### config.mk
export PLATFORM = sky130hd
export DESIGN_NAME = rr_pick_4
export DESIGN_NICKNAME = d
export VERILOG_FILES = /design/src/rtl/arb_pkg.sv /design/src/rtl/rr_pick_4.sv
export SDC_FILE = /design/constraint.sdc
export NUM_CORES = 1
export LEC_CHECK = 0
export ABC_AREA = 0
export CAP_MARGIN = 10
export CORE_AREA = 3 3 40 42
export DETAILED_ROUTE_END_ITERATION = 6
export DIE_AREA = 0 0 43 45
export PLACE_DENSITY_LB_ADDON = 0.05
export SYNTH_ARGS = -nofsm -noshare
export SYNTH_HDL_FRONTEND = slang
export SYNTH_SLANG_ARGS = --single-unit
### constraint.sdc
create_clock -name vclk -period 2.2
set_input_delay 0.33 -clock vclk [all_inputs]
set_output_delay 0.33 -clock vclk [all_outputs]
set_load 0.02 [all_outputs]
### src/rtl/arb_pkg.sv
// rtl/arb_pkg.sv - shared constants and helpers for the four-way round-robin arbiter
//
// Contents:
//   NUM_REQ         number of requesters (fixed at 4)
//   IDX_W           width of an encoded requester index
//   ST_IDLE         FSM state: no grant active
//   ST_GRANT        FSM state: one owner holds the resource
//   idx_to_onehot   encoded index -> one-hot grant vector

package arb_pkg;

   localparam int NUM_REQ = 4;
   localparam int IDX_W   = 2;

   localparam logic [0:0] ST_IDLE  = 1'b0;
   localparam logic [0:0] ST_GRANT = 1'b1;

   function automatic logic [NUM_REQ-1:0] idx_to_onehot(input logic [IDX_W-1:0] idx);
      return NUM_REQ'(1) << idx;
   endfunction

endpackage

### src/rtl/rr_pick_4.sv
// rtl/rr_pick_4.sv - combinational round-robin winner selection over four requests
//
// Ports:
//   req        in   4  request vector, bit i is requester i
//   ptr        in   2  highest-priority requester for this search
//   win_idx    out  2  index of the first set request in order ptr, ptr+1, ptr+2, ptr+3
//   win_valid  out  1  at least one request is set (win_idx meaningful)

module rr_pick_4
   import arb_pkg::*;
(
   input  logic [NUM_REQ-1:0] req,
   input  logic [IDX_W-1:0]   ptr,
   output logic [IDX_W-1:0]   win_idx,
   output logic               win_valid
);

   logic [NUM_REQ-1:0] rot;
   logic [IDX_W-1:0]   off;

   // Rotate so that the ptr requester lands in bit 0; the 2-bit index sum
   // wraps mod 4 on its own.
   always_comb begin
      rot = '0;
      for (int i = 0; i < NUM_REQ; i++) begin
         rot[i] = req[IDX_W'(i) + ptr];
      end
   end

   // Fixed-priority encode, lowest rotated bit wins. Scanning downward lets
   // the last assignment (lowest set bit) take effect.
   always_comb begin
      off = '0;
      for (int i = NUM_REQ - 1; i >= 0; i--) begin
         if (rot[i]) begin
            off = IDX_W'(i);
         end
      end
   end

   assign win_idx   = off + ptr;
   assign win_valid = |req;

endmodule

==> summary.txt <==
Finish
  – Layout fillers: 138
  – FF+latch count: 0
  – Final std cells w/o fill: 57
  – Syn-to-layout area delta: 108.3%
  – Clock buf count: 0
  – # diodes: 0
  – Final core occ: 0.2697
  – Nets@finish: 51
  – Storage cell area: 0 um2
  – Share of layout cells above drive strength 1: 0.4286

Yosys
  – Synth area leaders: xnor2_1, mux2_4, nand2_1
  – Mux cell area share after synthesis: 0.09023
  – Yosys top cell area share: 0.1053
  – Sequential-to-total area share from yosys stat: 0
  – Main combinational cell family by area after synthesis: simple AND/OR/NAND/NOR gates
  – Syn Inst Count: 25
  – Synth cell types: 17
  – Post-synth design cell area: roughly 170 um2
  – Mapped Nets: 32
  – Synth Area in Compound Gates: 0.3459
  – Ys Warns: 0
  – Xor and xnor area share after synthesis: 0.1053
  – Synth Area in Adders: 0.07519
  – Post-synthesis simple-gate area fraction: 0.3534
  – Top cell type by total area after synthesis: xnor2_1
  – Syn Area/Cell: around 6.7 um2

Routing
  – Initial DRC Count: 10
  – Vias/cell: 4.298
  – Antenna viol nets, final: 0
  – Vias post-DR: between 200 and 250
  – DRT Pass-1 Iters: 2
  – Routed WL: 586 um
  – Met3 routed WL: 50 um
  – Drt wl/cell: 10.28 um
  – DRC: 0
  – DR top layer: met3
  – Met2 wire len: around 250 um
  – Met1 wire length: around 280 um

STA
  – Final period util: 0.9570
  – Final setup viols: 0
  – Worst slew pin tran: between 0.2 and 0.3 ns
  – Max Slew Vio Count: 0
  – Fin crit period: 2.105 ns
  – Max-Slew Margin vs Limit: 0.8274
  – F_max: about 470 MHz
  – Fin. Hold Viols: 0

Critical path
  – Critical path class: in2out
  – Req. time, crit path: 1.87 ns
  – CP max-delay cell: clkdlybuf4s15_1
  – Startpoint types: input pin
  – Buf+Inv Stages, Crit Path: 2
  – Critical Path Max Stage Delay: between 0.2 and 0.3 ns
  – Crit. Startpoint: req[2]
  – Crit path DAT: about 1.8 ns
  – Worst path depth: 9
  – Delay-heaviest family, CP: buffers and inverters
  – CP Cell Sequence: clkdlybuf4s15_1 > nor2_2 > a2bb2oi_1 > o211ai_1 > o21a_1 > ha_2 > xnor2_2 > xnor2_1 > buf_4
  – CP Capture Type: output port
  – Worst-path maximum fanout: 6

Global route
  – First-pass GRT wire length: 945 um
  – GRT Util Overall: 0.05980
  – Largest net degree at the start of global routing: 8
  – Vias in the first global route: roughly 210
  – Initial antenna violation count: 0
  – GRT overflow: 0

Outcome
  – Run status: completed

Die
  – Die area: 1935 um2
  – # rows: 13
  – Ports: 9
  – Area of the core: 1285 um2
  – Die Ht: approximately 45 um
  – Die width: 43 um
  – Initial Util: 0.1295

Placement
  – Gpl congestion: around 0.71
  – PortBufs: 9
  – Placed Cells: 56
  – Final HPWL DP: 472.2 um

Worst hold path
  – Min-Delay Path Class: in2out
  – Hold Path Stages: 5
  – Worst Hold Launch: ptr[1]

Power
  – Cell area power density: 232.2 nW/um2
  – Static Leak: 0.1485 nW
  – Final Power: slightly above 80 uW
  – Peak supply drop: 80.33 uV

Run
  – Max_cap viols: 0
[synthesized netlist by cell type]
library cell / n
o2bb2ai_1: 1
a21oi_1: 2
o22ai_1: 1
o21a_1: 1
o211ai_1: 1
a32oi_1: 1
nor2_1: 3
xnor2_1: 2
ha_1: 1
nand2_1: 4
or2b_2: 1
nor2b_1: 2
nor3_1: 1
buf_2: 1
mux2_4: 1
or2_1: 1
a2bb2oi_1: 1
[final timing paths]
path	endpoint	slack, ns
hold / removal	win_idx[1]	1.26
setup / recovery	win_idx[1]	0.09
[per-layer routing]
metal | vias up | global-route usage
met3 | 0 | 0.01195
met1 | 111 | 0.08852
met4 | 0 | 0
met5 | - | 0
met2 | 8 | 0.09581
li1 | 126 | -
[cells by family (layout without fill, tap and decap cells)]
| logic type | after synthesis | after routing |
|---|---|---|
| AOI/OAI and AO/OA | 8 | 8 |
| xor gates and xnor gates | 2 | 2 |
| adders and majority gates | 1 | 1 |
| buffers and inverters | 1 | 18 |
| muxes | 1 | 1 |
| and+or+nand+nor | 12 | 12 |
[what timing repair did]
| item | 4_1_cts | 5_1_grt |
|---|---|---|
| resized for setup | 20 | 3 |
| gates cloned | 0 | 0 |
| endpoints found under the setup margin | 2 | 1 |
| buffers inserted | 0 | 1 |
| pin swaps | 3 | 3 |
| hold buffers | 0 | 0 |
[layout make-up]
cell class | instances | area (um2) | area share
well taps | 15 | 18.77 | 0.05415
repair buffers | 18 | 148.9 | 0.4296
multi-input cells | 24 | 178.9 | 0.5162
[per-stage QoR]
stage          setup WS (ns)  hold slack (ns)  area, um2  setup TNS (ns)
2_1_floorplan         0.2943           0.8326      166.4               0
4_1_cts              0.04549            1.394      341.6               0
5_1_grt             -0.03427            1.291      346.6        -0.03427
6_report             0.09461            1.258      346.6               0
3_5_place_dp         -0.6628            1.860      330.3          -1.057
3_3_place_gp         -0.6532            1.874      330.3          -1.037
[power breakdown]
| part | total, mW | switching [mW] | internal [mW] |
|---|---|---|---|
| combinational | 0.0805 | 0.0369 | 0.0435 |
| sequential | 0 | 0 | 0 |
| clock | 0 | 0 | 0 |
| total | 0.0805 | 0.0369 | 0.0435 |
[cells in the final DEF (no fill, tap or decap), drive strengths merged, types with 2 or more instances in the layout]
cell type      netlist  final
nor2b                2      2
nor2                 3      3
xnor2                2      2
dlygate4sd2          0      4
clkdlybuf4s15        0      2
a21oi                2      2
buf                  1     10
nand2                4      4
Note: power is estimated with default switching activity, not from simulation.
